`src/rtl/output_bram_streamer_if.sv`:
```
// BRAM read port plus result stream of output_bram_streamer.
// The master side is the streamer; the slave side is the BRAM and stream sink.
interface output_bram_streamer_if #(
    parameter int DATA_WIDTH = 32,
    parameter int ADDR_WIDTH = 14
);
    logic                  bram_en;
    logic [ADDR_WIDTH-1:0] bram_addr;
    logic [DATA_WIDTH-1:0] bram_dout;
    logic [DATA_WIDTH-1:0] m_data;
    logic                  m_valid;
    logic                  m_ready;
    logic                  m_row_last;
    logic                  m_last;

    modport master (
        output bram_en, bram_addr, m_data, m_valid, m_row_last, m_last,
        input  bram_dout, m_ready
    );
    modport slave (
        input  bram_en, bram_addr, m_data, m_valid, m_row_last, m_last,
        output bram_dout, m_ready
    );
endinterface

```
`src/rtl/output_bram_streamer.sv`:
```
// Streams a row-major result frame out of a BRAM with fixed read latency,
// buffering returned words in a 4-entry FIFO under credit-based read issue.
module output_bram_streamer #(
    parameter int OUT_WIDTH    = 126,
    parameter int OUT_HEIGHT   = 126,
    parameter int DATA_WIDTH   = 32,
    parameter int ADDR_WIDTH   = 14,
    parameter int READ_LATENCY = 2
) (
    input  logic                   clk,
    input  logic                   rst,
    input  logic                   start,
    output_bram_streamer_if.master bus,
    output logic                   busy,
    output logic                   done
);
    localparam int FRAME_LEN = OUT_WIDTH * OUT_HEIGHT;
    localparam int COL_BITS  = (OUT_WIDTH > 1) ? $clog2(OUT_WIDTH) : 1;
    localparam logic [ADDR_WIDTH-1:0] LAST_ADDR = ADDR_WIDTH'(FRAME_LEN - 1);
    localparam logic [COL_BITS-1:0]   LAST_COL  = COL_BITS'(OUT_WIDTH - 1);

    typedef enum logic [1:0] {IDLE, READ, FLUSH, DONE} state_t;

    state_t                state, state_next;
    logic [ADDR_WIDTH-1:0] addr_cnt;
    logic [ADDR_WIDTH-1:0] addr_q;
    logic [ADDR_WIDTH-1:0] beat_cnt;
    logic [COL_BITS-1:0]   col_cnt;
    logic [READ_LATENCY:0] rd_pipe;
    logic [DATA_WIDTH-1:0] fifo_mem [4];
    logic [1:0]            wr_ptr, rd_ptr;
    logic [2:0]            fifo_cnt;
    logic [7:0]            outstanding;
    logic                  issue, push, pop, fifo_valid;

    assign fifo_valid = (fifo_cnt != 3'd0);
    assign push       = rd_pipe[READ_LATENCY];
    assign pop        = fifo_valid && bus.m_ready;

    // rd_pipe[0] is the read on the bus this cycle; the last stage pushes.
    // Counting the pop lets a full-rate stream keep issuing without bubbles.
    always_comb begin
        outstanding = 8'(fifo_cnt) - 8'(pop);
        for (int unsigned i = 0; i <= READ_LATENCY; i++) begin
            outstanding = outstanding + 8'(rd_pipe[i]);
        end
    end

    always_comb begin
        issue      = 1'b0;
        state_next = state;
        unique case (state)
            IDLE: begin
                if (start) begin
                    issue      = (outstanding < 8'd4);
                    state_next = READ;
                end
            end
            READ:  issue = (outstanding < 8'd4);
            FLUSH: if (pop && beat_cnt == LAST_ADDR) state_next = DONE;
            DONE:  state_next = IDLE;
            default: state_next = IDLE;
        endcase
        if (issue && addr_cnt == LAST_ADDR) state_next = FLUSH;
    end

    always_ff @(posedge clk) begin
        if (rst) begin
            state    <= IDLE;
            rd_pipe  <= '0;
            addr_q   <= '0;
            addr_cnt <= '0;
            beat_cnt <= '0;
            col_cnt  <= '0;
            wr_ptr   <= '0;
            rd_ptr   <= '0;
            fifo_cnt <= '0;
        end else begin
            state   <= state_next;
            rd_pipe <= {rd_pipe[READ_LATENCY-1:0], issue};
            addr_q  <= issue ? addr_cnt : '0;

            if (state == DONE) begin
                addr_cnt <= '0;
            end else if (issue) begin
                addr_cnt <= addr_cnt + ADDR_WIDTH'(1);
            end

            if (push) wr_ptr <= wr_ptr + 2'd1;
            if (pop)  rd_ptr <= rd_ptr + 2'd1;
            fifo_cnt <= fifo_cnt + 3'(push) - 3'(pop);

            if (state == DONE) begin
                beat_cnt <= '0;
                col_cnt  <= '0;
            end else if (pop) begin
                beat_cnt <= beat_cnt + ADDR_WIDTH'(1);
                col_cnt  <= (col_cnt == LAST_COL) ? '0 : col_cnt + COL_BITS'(1);
            end
        end
    end

    always_ff @(posedge clk) begin
        if (push) fifo_mem[wr_ptr] <= bus.bram_dout;
    end

    assign bus.bram_en    = rd_pipe[0];
    assign bus.bram_addr  = addr_q;
    assign bus.m_valid    = fifo_valid;
    assign bus.m_data     = fifo_valid ? fifo_mem[rd_ptr] : '0;
    assign bus.m_row_last = fifo_valid && (col_cnt == LAST_COL);
    assign bus.m_last     = fifo_valid && (beat_cnt == LAST_ADDR);
    assign busy           = (state != IDLE);
    assign done           = (state == DONE);
endmodule

```
`src/flat_wrapper.sv`:
```
// flat-port wrapper written by rule: the top's interface ports become plain ports
module output_bram_streamer_flat 
#(
    parameter int OUT_WIDTH    = 126,
    parameter int OUT_HEIGHT   = 126,
    parameter int DATA_WIDTH   = 32,
    parameter int ADDR_WIDTH   = 14,
    parameter int READ_LATENCY = 2
)
  (clk, rst, start, busy, done, bus_bram_en, bus_bram_addr, bus_m_data, bus_m_valid, bus_m_row_last, bus_m_last, bus_bram_dout, bus_m_ready);
  output_bram_streamer_if #(.DATA_WIDTH(DATA_WIDTH), .ADDR_WIDTH(ADDR_WIDTH)) bus_i ();
  input  logic clk;
  input  logic rst;
  input  logic start;
  output logic busy;
  output logic done;
  output wire logic [$bits(bus_i.bram_en)-1:0] bus_bram_en;
  output wire logic [$bits(bus_i.bram_addr)-1:0] bus_bram_addr;
  output wire logic [$bits(bus_i.m_data)-1:0] bus_m_data;
  output wire logic [$bits(bus_i.m_valid)-1:0] bus_m_valid;
  output wire logic [$bits(bus_i.m_row_last)-1:0] bus_m_row_last;
  output wire logic [$bits(bus_i.m_last)-1:0] bus_m_last;
  input wire logic [$bits(bus_i.bram_dout)-1:0] bus_bram_dout;
  input wire logic [$bits(bus_i.m_ready)-1:0] bus_m_ready;
  assign bus_bram_en = bus_i.bram_en;
  assign bus_bram_addr = bus_i.bram_addr;
  assign bus_m_data = bus_i.m_data;
  assign bus_m_valid = bus_i.m_valid;
  assign bus_m_row_last = bus_i.m_row_last;
  assign bus_m_last = bus_i.m_last;
  assign bus_i.bram_dout = bus_bram_dout;
  assign bus_i.m_ready = bus_m_ready;
  output_bram_streamer #(.OUT_WIDTH(OUT_WIDTH), .OUT_HEIGHT(OUT_HEIGHT), .DATA_WIDTH(DATA_WIDTH), .ADDR_WIDTH(ADDR_WIDTH), .READ_LATENCY(READ_LATENCY)) u_core (.clk(clk), .rst(rst), .start(start), .bus(bus_i), .busy(busy), .done(done));
endmodule
```
`config.mk`:
```
export PLATFORM = sky130hd
export DESIGN_NAME = output_bram_streamer_flat
export DESIGN_NICKNAME = d
export VERILOG_FILES = /design/src/rtl/output_bram_streamer_if.sv /design/src/rtl/output_bram_streamer.sv /design/src/flat_wrapper.sv
export SDC_FILE = /design/constraint.sdc
export NUM_CORES = 1
export LEC_CHECK = 0
export CAP_MARGIN = 20
export CORE_MARGIN = 1.5
export CORE_UTILIZATION = 40
export DETAILED_ROUTE_END_ITERATION = 12
export DONT_BUFFER_PORTS = 1
export GPL_ROUTABILITY_DRIVEN = 0
export GPL_TIMING_DRIVEN = 0
export PLACE_DENSITY = 0.58
export SYNTH_ARGS = -nofsm -noshare
export SYNTH_HDL_FRONTEND = slang
export SYNTH_SLANG_ARGS = --single-unit
```
`constraint.sdc`:
```
create_clock -name clk -period 10.28 [get_ports clk]
set_input_delay 3.084 -clock clk [delete_from_list [all_inputs] [get_ports clk]]
set_output_delay 3.084 -clock clk [all_outputs]
set_load 0.02 [all_outputs]
```
## Yosys cells after proc, flatten, opt, wreduce, memory -nomap -nowiden

Memories as Yosys holds them, arrays and structs flattened. A register that Yosys moved wholly into a read port is not among the register bits.
Index checks and enable logic that the tools add are counted.

| word-level totals | value |
|---|---|
| output and inout port bits | 52 |
| memories kept | 1 |
| register bits | 61 |
| word-level logic and storage cells | 61 |
| RAM bits | 128 |

Memories:

| name | words | bits a word | read ports | clocked after Yosys merged registers in | write ports | RTL line | text |
|---|---|---|---|---|---|---|---|
| u_core.fifo_mem | 4 | 32 | 1 | 1 | 1 | output_bram_streamer.sv:30 | `logic [DATA_WIDTH-1:0] fifo_mem [4];` |

| cells by class | value |
|---|---|
| equal/unequal tests | 10 |
| $lt $le $gt $ge | 1 |
| muxes and demuxes | 12 |
| reductions and logical operators | 15 |
| add/sub/neg operators | 11 |
| bitwise gates (word level) | 1 |

Operators by type and width:

| operator | count |
|---|---|
| two-way mux 32 bit | 1 |
| adder 14 x 1 -> 14 bit (second input constant) | 2 |
| equality test 14 bit (second input constant) | 2 |
| adder 8 x 1 -> 8 bit | 3 |
| two-way mux 2 bit | 5 |
| less-than comparator 8 x 3 -> 1 bit (second input constant) | 1 |
| adder 7 x 1 -> 7 bit (second input constant) | 1 |
| equality test 7 bit (second input constant) | 1 |
| two-way mux 7 bit | 1 |
| case mux 2 bit (3 select lines) | 1 |
| AND reduction 3 bit | 2 |
| nonzero test 3 bit | 2 |
| OR reduction 2 bit | 3 |
| logical AND 1 bit | 5 |
| adder 2 x 1 -> 2 bit (second input constant) | 2 |
| equality test 2 bit (second input constant) | 2 |
| nonzero test 4 bit | 1 |
| subtractor 3 x 1 -> 4 bit | 1 |
| adder 3 x 1 -> 3 bit | 1 |
| two-way mux 1 bit | 3 |
| != test 3 x 1 -> 1 bit (second input constant) | 1 |
| != test 3 x 2 -> 1 bit (second input constant) | 1 |
| subtractor 3 x 1 -> 3 bit | 1 |
| equality test 2 x 1 -> 1 bit (second input constant) | 1 |
| other kinds (6) | 6 |

## Logic depth before layout (Yosys ltp)

Gate-level depths: netlist of the first run.

| depth | value |
|---|---|
| depth in word-level cells | 12 |
| gate-level depth with buffers | 17 |

## Worst setup path before layout of the first run

OpenSTA, ideal clock, no wires.

| timing path | value |
|---|---|
| path type | input port to flip-flop |
| start | input port bus_m_ready |
| end | register u_core.addr_cnt[12] |
| cell stages on the path | 16 |
| setup slack | 3.738 ns |
| library setup time | 0.070 ns |
| arrival time | 6.472 ns |
| path through | o31ai_1 > inv_1 > buf_1 > ha_1 > fa_1 > inv_1 > ha_1 > and3b_2 > o21a_1 > inv_1 > ha_1 > nand2b_1 > or3_1 > a21o_1 > or4_1 > a21oi_1 |

| between the ends | value |
|---|---|
| longest elaborated chain between the ends | 8 |

Ends and longest elaborated chain:

| element | RTL line | text |
|---|---|---|
| start: declaration | flat_wrapper.sv:24 | `input wire logic [$bits(bus_i.m_ready)-1:0] bus_m_ready;` |
| logical AND 1 bit * | output_bram_streamer.sv:38 | `assign pop = fifo_valid && bus.m_ready;` |
| via u_core.pop | output_bram_streamer.sv:34 | `logic issue, push, pop, fifo_valid;` |
| subtractor 3 x 1 -> 4 bit * | output_bram_streamer.sv:43 | `outstanding = 8'(fifo_cnt) - 8'(pop);` |
| adder 8 x 1 -> 8 bit * (3 in series) | output_bram_streamer.sv:45 | `outstanding = outstanding + 8'(rd_pipe[i]);` |
| less-than comparator 8 x 3 -> 1 bit * | output_bram_streamer.sv:55, output_bram_streamer.sv:59 |  |
| two-way mux 1 bit | output_bram_streamer.sv:54 | `if (start) begin` |
| case mux 1 bit (2 select lines) * | output_bram_streamer.sv:52 | `unique case (state)` |
| end signal: assignment | output_bram_streamer.sv:86 | `addr_cnt <= addr_cnt + ADDR_WIDTH'(1);` |
| end: declaration | output_bram_streamer.sv:25 | `logic [ADDR_WIDTH-1:0] addr_cnt;` |

Mark *: on every way through the listed nets, which the timed path passes. The rest lies on a longest branch.
A chain may end at the register's enable or synchronous reset.

## Worst setup path in the final report of the first run

| timing path | value |
|---|---|
| start | input port bus_m_ready |
| end | register u_core.addr_cnt[13] |

The elaborated chain is that of the path after synthesis.

==> impl.org, run 1 <==
** Timing
- For this run, the top clock speed supported by timing is 151 MHz.
- Final setup skew :: 0.0121 ns
- Final-layout setup total negative slack :: 0 ns
- Post-route clock period utilization :: 64.6%
- For the pin with the worst max-slew slack, the measured transition is 0.755 ns.
- The worst path in the final design needs a cycle of 6.64 ns, including I/O delays and setup.
- Final hold viol count :: 0
- Final worst slack :: 3.64 ns
- The number of max-slew violations in the final report is 0.
- Setup repair after global routing left no endpoint under its margin.
- Final setup violation count :: 0
- Slew Limit Headroom :: 49.2%

** Placed design
- Counting tap cells, the placed design contains a total of 745 instances.
- Once placement finished, the instance area stood at 0.00798 sq mm.
- PortBufs :: 0
- Before CTS, the worst setup slack after placement is 3.18 ns.
- Detailed placer's ending HPWL :: 9.22 mm

** Critical path
- Reg2reg start :: u_core.fifo_cnt[1]
- Reg2Reg Setup Slack :: 5.45 ns
- Crit path largest cell delay :: 0.53 ns
- Crit path DAT :: 7.02 ns
- The worst register-to-register path ends at u_core.addr_cnt[13].
- Critical path start-end classification :: input port to flip-flop
- STA classifies the critical path endpoint as a flip-flop.
- Cell-by-cell listing of the critical path :: o31ai_1 -> inv_1 -> buf_1 -> ha_1 -> fa_1 -> inv_1 -> ha_1 -> and3b_2 -> o21a_1 -> inv_1 -> ha_1 -> nand2b_1 -> nor3_1 -> o2111ai_1 -> or3_1 -> nand2_1
- The slowest stage of the critical path is the sky130_fd_sc_hd__nor3_1 cell.
- For the worst flop-to-flop path, the logic depth is 16.
- Of all nets on the critical path, the largest fanout is 11.
- Crit start category :: input port
- Data on the critical path is required at its endpoint by 10.65 ns.

** Finish
- Proportion of layout cells with a drive suffix above 1 :: 15.3%
- The net count of the finished layout is 583.
- Layout area overhead :: 12.6%
- In the final layout, the multi-input gates occupy 0.00235 sq mm.
- The sequential cells in the finished layout cover a total of 0.00510 sq mm.
- Total of fill cells in the finished design :: 1629
- For this run, the number of standard cells in the final layout without fillers is 777.
- Antenna Cells :: 0
- After routing the design area is 0.00854 sq mm.

** Logic synthesis
- Sequential cells were found to cover 67.2% of the synthesized design area.
- For this run, the leading register cell type out of synthesis is sky130_fd_sc_hd__edfxtp_1.
- The synthesized design spends more area on one cell type than any other, namely sky130_fd_sc_hd__edfxtp_1.
- Post-Synthesis Net Count :: 559
- Yosys Warn Count :: 0
- The mapped netlist covers 0.00759 sq mm.
- Mean post-synth cell area :: 15.0 sq um
- Asr flop ratio synth :: 0%
- By area the synthesized netlist is led by sky130_fd_sc_hd__edfxtp_1 (51%), sky130_fd_sc_hd__dfxtp_1 (17%), sky130_fd_sc_hd__mux4_2 (9.5%), sky130_fd_sc_hd__nor2b_1 (2.9%), sky130_fd_sc_hd__ha_1 (2.5%).
- In this run, distinct cell masters in the synthesized netlist total 43.
- Number of enable flip-flop cells after synthesis :: 128
- The share of synthesized area in the top cell type comes to 50.6%.
- #FFs+latches synth :: 191
- Synthesis handed over a netlist of 506 instances.

** Outcome
- Status :: complete, no violations

** Pwr
- In this run the static leakage power is 2.83 nW.
- Power spread over the standard cell area amounts to 233 mW/mm^2.
- Largest vdd supply drop :: 123 uV
- Power after layout :: 1.99 mW

** Detailed routing
- After detailed routing, the number of remaining DRC violations is 0.
- Antenna Violating Nets Remaining :: 0
- Summed over all layers, the routed wires come to 13.9 mm.
- The routed layout has 4042 vias.
- Drt wl/cell :: 17.9 um
- Average vias per placed instance :: 5.20
- Before antenna repair, the detailed router went through 4 iterations.
- Drt initial violations :: 195

** Global route
- Initial antenna violation count :: 0
- Gr usage total :: 14.7%
- For this run the aggregate overflow at the end of global routing stands at 0.
- Entering global routing, the biggest net connects 31 pins.
- The via count of the first global-routing pass came to 4129.
- The first global-routing pass estimated 22.1 mm of wire.

** Die
- Total number of placement rows :: 50
- Height of the die :: 141 um
- The die covers 0.0198 sq mm.
- Width of the die :: 141 um
- For this configuration, the core starts out at a cell density of 40.7%.
- Pin placement for this block handled 88 I/O pins.
- Placeable Area :: 0.0186 sq mm

** Flow run
- The tool flagged a number of max-cap violations equal to 0.

** Clock tree
- TritonCTS built the clock tree.
- Cell at the root of the clock tree :: sky130_fd_sc_hd__clkbuf_16
- Setup fix buffers added after clock tree synthesis :: 0
- In this run, CTS created clock tree buffers numbering 17.
- The H-tree generated during clock tree synthesis spans 4 levels.
- CTS-repair resized insts :: 0
- The longest clock path from root to sink contains 2 buffers.
- Post-CTS Hold Fix Bufs :: 0
- Clock latency on the worst-skew pair :: 0.43 ns
- Clock transition at the registers of the reported paths :: 0.07 ns
- Number of clock sinks :: 191

** Worst hold path
- The worst hold path terminates at u_core.rd_pipe[2].
- Cells on Worst Hold Path :: 1
- In this run the worst hold path is classified as flip-flop to flip-flop.
- The worst hold path begins at u_core.rd_pipe[1].
routing by layer:
layer / share of wire, % / track usage (%)
met4: 1.1 / 4.61
met5: 0 / 0
met1: 42 / 17.7
met2: 50 / 24.8
met3: 6.0 / 5.40
sequential cells by signal, summed over array words and instances, names as in the netlist, named ones only:
register	count
u_core.fifo_mem	128
u_core.addr_cnt	14
u_core.beat_cnt	14
u_core.bus.bram_addr	14
u_core.col_cnt	7
u_core.fifo_cnt	3
u_core.rd_pipe	3
u_core.rd_ptr	2
u_core.state	2
u_core.wr_ptr	2
cell usage in the layout, fill, tap and decap left out, types with 12 or more instances in the layout:
master                      count
sky130_fd_sc_hd__edfxtp_1     128
sky130_fd_sc_hd__inv_1         19
sky130_fd_sc_hd__xor2_1        17
sky130_fd_sc_hd__nand3_1       14
sky130_fd_sc_hd__clkbuf_16     17
sky130_fd_sc_hd__clkbuf_1      13
sky130_fd_sc_hd__ha_1          15
sky130_fd_sc_hd__dfxtp_1       63
sky130_fd_sc_hd__nor2b_1       35
sky130_fd_sc_hd__and2_1        15
sky130_fd_sc_hd__nor2_1        47
sky130_fd_sc_hd__xnor2_1       12
sky130_fd_sc_hd__nand2_1       17
sky130_fd_sc_hd__mux4_2        32
synth_stat cells (4+ instances only):
| master | count |
|---|---|
| sky130_fd_sc_hd__a21oi_1 | 5 |
| sky130_fd_sc_hd__and2_1 | 19 |
| sky130_fd_sc_hd__clkbuf_1 | 13 |
| sky130_fd_sc_hd__dfxtp_1 | 63 |
| sky130_fd_sc_hd__edfxtp_1 | 128 |
| sky130_fd_sc_hd__ha_1 | 15 |
| sky130_fd_sc_hd__inv_1 | 19 |
| sky130_fd_sc_hd__mux4_2 | 32 |
| sky130_fd_sc_hd__nand2_1 | 17 |
| sky130_fd_sc_hd__nand3_1 | 14 |
| sky130_fd_sc_hd__nand4_1 | 6 |
| sky130_fd_sc_hd__nor2_1 | 47 |
| sky130_fd_sc_hd__nor2b_1 | 35 |
| sky130_fd_sc_hd__nor3_1 | 4 |
| sky130_fd_sc_hd__o211ai_1 | 4 |
| sky130_fd_sc_hd__or3_1 | 6 |
| sky130_fd_sc_hd__xnor2_1 | 12 |
| sky130_fd_sc_hd__xor2_1 | 17 |
power by group:
| group | switching [mW] | internal [mW] |
|---|---|---|
| Combinational | 0.311 | 0.178 |
| Clock | 0.303 | 0.323 |
| Sequential | 0.0266 | 0.852 |
| Total | 0.640 | 1.35 |
worst max-delay path by stage:
stage,start,to,cells after the start
final,bus_m_ready,u_core.addr_cnt[13],16
after global routing,bus_m_ready,u_core.addr_cnt[13],16
after detailed placement,bus_m_ready,u_core.addr_cnt[13],16
after global placement,bus_m_ready,u_core.addr_cnt[13],16
after floorplan,bus_m_ready,u_core.addr_cnt[12],16
after CTS,bus_m_ready,u_core.addr_cnt[13],16
per-stage QoR:
stage	utilization [%]	hold slack (ns)
4_1_cts	45.8	0.478
6_report	45.8	0.478
2_1_floorplan	-	0.430
5_1_grt	45.8	0.500
3_3_place_gp	42.3	0.446
3_5_place_dp	42.8	0.465
critical path, delay by kind of cell:
kind | cells | cell delay (ns)
compound gates | 3 | 0.66
buf+inv | 4 | 0.89
fa+ha+maj | 4 | 1.11
simple gates | 5 | 1.27
cell families after synthesis:
logic type | count (synthesis) | share of synthesized area, %
flip-flops | 191 | 67.2
AND/OR/NAND/NOR | 169 | 12.0
buffers and inverters | 37 | 1.88
multiplexers | 35 | 9.89
XOR/XNOR | 30 | 3.56
AO/OA/AOI/OAI | 27 | 2.41
adder cells (fa/ha/maj) | 17 | 3.00
layout make-up:
cell class | instances | share of cell area [%]
inverter | 19 | 0.835
clock buffer | 17 | 4.98
buffer | 18 | 0.835
clock inverter | 15 | 1.67
sequential | 191 | 59.7
timing repair buffer | 5 | 1.03
tap | 234 | 3.43
multi-input combinational | 278 | 27.5
Power figures use the tool's default switching activity.
==> run 2: changes to the inputs <==
- PLACE_DENSITY: 0.58 -> 0.6
- clock period: 10.28 -> 5.5 ns (I/O delays scaled with it)
==> impl.org, run 2 (synthesized netlist as in run 1, its figures left out) <==
** Finish
- Leading cell type in the layout, fill and taps excluded :: sky130_fd_sc_hd__edfxtp_1
- Counting flops per register, the top entry is u_core.fifo_mem.
- After the last flow step, the layout net total stands at 579.
- The register with the most flip-flops in the layout has 128 of them.
- Proportion of layout cells with a drive suffix above 1 :: 15.2%
- The library cells used most frequently in the layout, excluding fill and tap cells, are sky130_fd_sc_hd__edfxtp_1 (128), sky130_fd_sc_hd__dfxtp_1 (63), sky130_fd_sc_hd__nor2_1 (47).
- 0 antenna diodes ended up in the layout.
- From synthesis to final layout, the design area changed by 12.0%.

** Detailed routing
- Antenna Violating Nets Remaining :: 0
- TritonRoute pass-1 iters :: 4
- Dividing the detail-routed wire length by the instance count gives 17.8 um.
- Total number of vias :: 3995
- Drt drc :: 0
- Drt initial violations :: 170
- Summed over all layers, the routed wires come to 13.8 mm.
- Average vias per placed instance :: 5.17

** Critical path
- In this run the register-to-register setup slack is 0.83 ns.
- Cell-by-cell listing of the critical path :: o31ai_1 -> inv_2 -> ha_1 -> fa_1 -> inv_1 -> ha_1 -> and3b_2 -> o21a_1 -> inv_1 -> ha_1 -> nand2b_1 -> or3_1 -> a21o_1 -> or4_1 -> a21oi_1
- The largest individual stage delay along the critical path comes from the cell sky130_fd_sc_hd__or4_1.
- CP Launch Point :: bus_m_ready
- On the critical path the largest part of the delay comes from adder cells.
- On the worst path, the slowest cell contributes a delay of 0.42 ns.
- STA puts the critical path data arrival time at 5.34 ns.
- STA classifies the critical path endpoint as a flip-flop.
- Critical path start-end classification :: input port to flip-flop
- Buffering stage count on the worst path with inverters included :: 3
- Most frequent cell on the critical path :: sky130_fd_sc_hd__ha_1
- Reg2reg start :: u_core.fifo_cnt[1]
- The worst setup path is launched from an input port.
- Worst-path maximum fanout :: 16
- Required time worst endpoint :: 5.87 ns

** Timing
- Final critical path time including I/O delays and setup :: 4.97 ns
- Of the available clock period, the critical path in the final layout requires 90.3%.
- Setup repair after global routing missed its margin :: no
- Total count of max-transition violations in the final report :: 0
- Final hold viol count :: 0
- Final setup skew :: 0.0115 ns
- Across all setup checks in the final design, the least slack found is 0.534 ns.
- Slew Limit Headroom :: 39.2%
- At the pin with the least slew margin, the transition time is 0.913 ns.
- Setup violations remaining at the end of the flow were counted as 0.
- Final-layout setup total negative slack :: 0 ns
- Derived from the worst setup path, the maximum achievable clock frequency is 201 MHz.

** Placed design
- Worst slack at placement :: -0.176 ns
- Buffers placed on the I/O ports in this run total 0.
- Detailed placement ended at an HPWL of 9.05 mm.

** Clock tree
- TritonCTS built the clock tree.
- In this run, post-CTS hold repair placed 0 buffers.
- After clock tree synthesis, the clock-pin slew on the worst setup and hold paths is 0.08 ns.
- Clock tree synthesis inserted a total of 17 buffers.
- Counting along the longest clock path gives a buffer depth of 2.
- Number of clock sinks :: 191
- After clock tree synthesis, the setup repair step added 0 buffers.
- Cell at the root of the clock tree :: sky130_fd_sc_hd__clkbuf_16
- Max H-tree Level :: 4
- Clock latency on the worst-skew pair :: 0.44 ns

** Global route
- First-pass GRT wire length :: 22.5 mm
- Entering global routing, the biggest net connects 33 pins.
- The total overflow left after global routing is 0.
- Initial antenna violation count :: 0
- For this run, the total global-route usage over all layers was measured as 14.9%.
- The via count of the first global-routing pass came to 4292.

** Die
- Total number of placement rows :: 50
- Die area :: 0.0198 sq mm
- The initial utilization of the core area, before any placement, comes to 40.7%.
- The floorplan step set the die height to 141 um.
- From left edge to right edge, the die measures 141 um.
- Total I/O pin count :: 88
- After floorplanning, the core was sized to cover 0.0186 sq mm.

** Worst hold path
- In this run the worst hold path is classified as flip-flop to flip-flop.
- In this run the most critical hold path is launched from u_core.rd_pipe[1].

** Outcome
- Status :: complete, no violations

** Pwr
- The analysis attributes to cell leakage a power of 2.80 nW.
- For this design the ratio of total power to cell area is 441 mW/mm^2.
- Power after layout :: 3.75 mW
- Across the VDD grid, the largest voltage drop is 225 uV.

** Flow run
- Across the run, the number of max-cap violations was 0.
[run 2: changes by cell type in the layout (fill, tap and decap cells not counted)]
cell | previous run | this run
sky130_fd_sc_hd__inv_1 | 19 | 18
sky130_fd_sc_hd__clkinv_8 | 0 | 2
sky130_fd_sc_hd__buf_1 | 2 | 1
sky130_fd_sc_hd__inv_6 | 3 | 4
sky130_fd_sc_hd__clkinv_4 | 5 | 1
sky130_fd_sc_hd__nor3_1 | 4 | 3
sky130_fd_sc_hd__clkinv_2 | 1 | 0
sky130_fd_sc_hd__inv_2 | 0 | 1
sky130_fd_sc_hd__buf_12 | 4 | 1
sky130_fd_sc_hd__nor3_2 | 0 | 1
sky130_fd_sc_hd__clkinvlp_4 | 0 | 2
[run 2: per-stage QoR]
stage                     cells  area (sq um)  util [%]  hold WS [ns]
final                       773          8500      45.6         0.472
after global routing        773          8500      45.6         0.491
after CTS                   774          8500      45.6         0.471
after detailed placement    742          7920      42.5         0.461
after global placement      740          7880      42.3         0.451
after floorplan             506          7590         -         0.430
[run 2: repair_timing]
action / 4_1_cts / 5_1_grt
endpoints found under the setup margin: 0 / 15
resized for setup: 0 / 2
hold endpoints to repair: 0 / 0
[run 2: final timing paths]
check,to,cells past startpoint
worst min-delay path,u_core.rd_pipe[2],1
worst max register to register,u_core.addr_cnt[12],15
worst max-delay path,u_core.addr_cnt[12],15
worst min register to register,u_core.rd_pipe[2],1
[run 2: area by class of cell]
class,count,area (sq um)
Inverter,19,71.3
Clock buffer,17,425
Fill cell,1651,10100
Multi-Input combinational cell,278,2350
Sequential cell,191,5100
Buffer,17,67.6
Tap cell,234,293
Clock inverter,15,159
Timing Repair Buffer,2,27.5
[run 2: layer usage]
layer | wire length (um) | share of wire, % | GRT usage (%) | vias up
met2 | 6890 | 50 | 25.7 | 91
met3 | 961 | 7.0 | 5.47 | 23
li1 | - | - | - | 1904
met5 | 0 | 0 | 0 | -
met4 | 291 | 2.1 | 6.09 | 0
met1 | 5650 | 41 | 16.8 | 1977
[run 2: power by group]
part,switching (mW),total (mW),internal (mW),leakage (nW)
sequential,0.0499,1.64,1.59,1.66
combinational,0.578,0.909,0.331,0.856
clock,0.586,1.20,0.611,0.282
==> run 3: changes to the inputs <==
- GPL_TIMING_DRIVEN: 0 -> not set
- REMOVE_ABC_BUFFERS: not set -> 1
==> impl.org, run 3 (synthesized netlist as in run 1, its figures left out) <==
** Placed design
- PortBufs :: 0
- Once detailed placement completed, the half-perimeter wirelength came to 8.57 mm.
- Before CTS, the worst setup slack after placement is 0.412 ns.

** Pwr
- VDD sags by at most 216 uV.
- Power after layout :: 3.73 mW
- Lkg Pwr :: 2.77 nW
- Power per Cell Area :: 442 mW/mm^2

** Timing
- Final critical path time including I/O delays and setup :: 4.71 ns
- In the finished design, the share of the clock period the worst path needs comes to 85.5%.
- Setup repair after global routing left no endpoint under its margin.
- For the pin with the worst max-slew slack, the measured transition is 0.976 ns.
- Final worst slack :: 0.795 ns
- Final-layout setup total negative slack :: 0 ns
- For this run, the top clock speed supported by timing is 213 MHz.
- Final hold viol count :: 0
- Final setup violation count :: 0
- On the final layout, the worst clock skew is 0.0145 ns.
- The tightest hold path in the finished design has a slack of 0.484 ns.
- Measured against its own limit, the worst slew margin works out to 34.9%.
- Total count of max-transition violations in the final report :: 0

** Detailed routing
- Drt wl/cell :: 18.1 um
- TritonRoute pass-1 iters :: 4
- Total number of vias :: 3963
- Dividing the detail-routed via count by the number of cells gives 5.23.
- In this run, the number of DRC markers left after iteration 0 of detailed routing was 215.
- The detail route stage leaves a number of antenna-violating nets equal to 0.
- After detailed routing, the number of remaining DRC violations is 0.
- Summed over all layers, the routed wires come to 13.7 mm.

** Die
- Total I/O pin count :: 88
- Width of the die :: 141 um
- Starting Density :: 40.7%
- Total number of placement rows :: 50
- The total area inside the core boundary comes to 0.0186 sq mm.
- Die area :: 0.0198 sq mm
- The floorplan step set the die height to 141 um.

** Clock tree
- For this design, the sink count on the clock tree is 191.
- Max H-tree Level :: 4
- Clock-pin slew was measured on the worst setup and hold paths at 0.08 ns.
- Post-CTS timing repair inserted 0 buffers for setup.
- Bufs on Longest Clock Path :: 2
- Clock latency on the worst-skew pair :: 0.43 ns
- Number of buffers created by CTS :: 17
- After clock tree synthesis, the flow added hold-fix buffers numbering 0.
- Post-CTS repair changed the size of 0 cells.
- TritonCTS built the clock tree.
- Cell at the root of the clock tree :: sky130_fd_sc_hd__clkbuf_16

** Critical path
- Worst-path maximum fanout :: 8
- Slowest stage cell, crit path :: sky130_fd_sc_hd__nor3_1
- Crit path DAT :: 5.07 ns
- At the worst endpoint, the required time is 5.86 ns.
- Crit path largest cell delay :: 0.55 ns
- Cell-by-cell listing of the critical path :: o31ai_1 -> inv_1 -> ha_1 -> fa_1 -> inv_1 -> ha_1 -> and3b_2 -> o21a_1 -> inv_1 -> ha_1 -> nand2b_1 -> nor3_1 -> o2111ai_1 -> or3_1 -> nand2_1
- Crit start category :: input port
- Critical path endpoint category :: flip-flop
- By startpoint and endpoint, the worst setup path is classified as input port to flip-flop.

** Finish
- Proportion of layout cells with a drive suffix above 1 :: 15.5%
- Leaving out fill and tap cells, the most frequent cell in the layout is sky130_fd_sc_hd__edfxtp_1.
- The repair_antennas step left the layout with diodes totalling 0.
- Final nets :: 564
- The register with the most flip-flops in the layout has 128 of them.
- Most frequent cells in the layout :: sky130_fd_sc_hd__edfxtp_1 (128), sky130_fd_sc_hd__dfxtp_1 (61), sky130_fd_sc_hd__nor2_1 (47)
- The layout has 1615 filler cells.
- Layout area overhead :: 11.1%
- Most flops, register :: u_core.fifo_mem

** Global route
- Global route overflow :: 0
- In the global route stage, overall resource usage came out at 14.7%.
- The number of antenna violations at the first check in global routing was 0.
- Maximum number of pins on one net before global-route repair :: 33
- First-pass GRT wire length :: 22.0 mm
- The via count of the first global-routing pass was 4092.

** Outcome
- Status :: complete, no violations

** Flow run
- Number of max-cap violations :: 0

** Worst hold path
- The tightest min-delay check is of the flip-flop to flip-flop type.
## run 3: per-stage QoR
stage | area, sq um | instances | utilization, %
5_1_grt | 8430 | 758 | 45.2
3_5_place_dp | 7860 | 726 | 42.1
6_report | 8430 | 758 | 45.2
2_1_floorplan | 7520 | 488 | -
3_3_place_gp | 7860 | 726 | 42.1
4_1_cts | 8430 | 758 | 45.2
## run 3: critical path, delay by kind of cell
kind	cells	cell delay (ns)
compound gates	3	0.67
simple gates	5	1.30
fa+ha+maj	4	1.11
buf+inv	3	0.34
## run 3: final timing paths
path,depth (start not counted),slack [ns],to,startpoint
worst min-delay path,1,0.48,u_core.rd_pipe[2],u_core.rd_pipe[1]
worst max register to register,15,1.19,u_core.addr_cnt[13],u_core.fifo_cnt[1]
worst max-delay path,15,0.79,u_core.addr_cnt[13],bus_m_ready
worst min register to register,1,0.48,u_core.rd_pipe[2],u_core.rd_pipe[1]
## run 3: layer usage
layer  GRT usage [%]  wire, um  vias up  part of all wire, %
met5               0         0        -                    0
met4            3.89       123        0                 0.90
met3            4.99       744       10                  5.4
met2            24.2      6670       99                   49
met1            18.6      6180     1990                   45
li1                -         -     1864                    -
## run 3: cell type report
cell class / instances / area (sq um) / area share [%]
inverters: 19 / 71.3 / 0.846
well taps: 234 / 293 / 3.47
repair buffers: 4 / 30.0 / 0.356
multi-input cells: 278 / 2350 / 27.9
clock inverters: 15 / 151 / 1.80
clock buffers: 17 / 425 / 5.05
flip-flops and latches: 191 / 5110 / 60.6
## run 3: report_power, final
group | switching (mW) | internal (mW) | leakage, nW | total, mW
logic | 0.508 | 0.327 | 0.833 | 0.835
clock network | 0.551 | 0.640 | 0.279 | 1.19
registers | 0.110 | 1.59 | 1.66 | 1.70
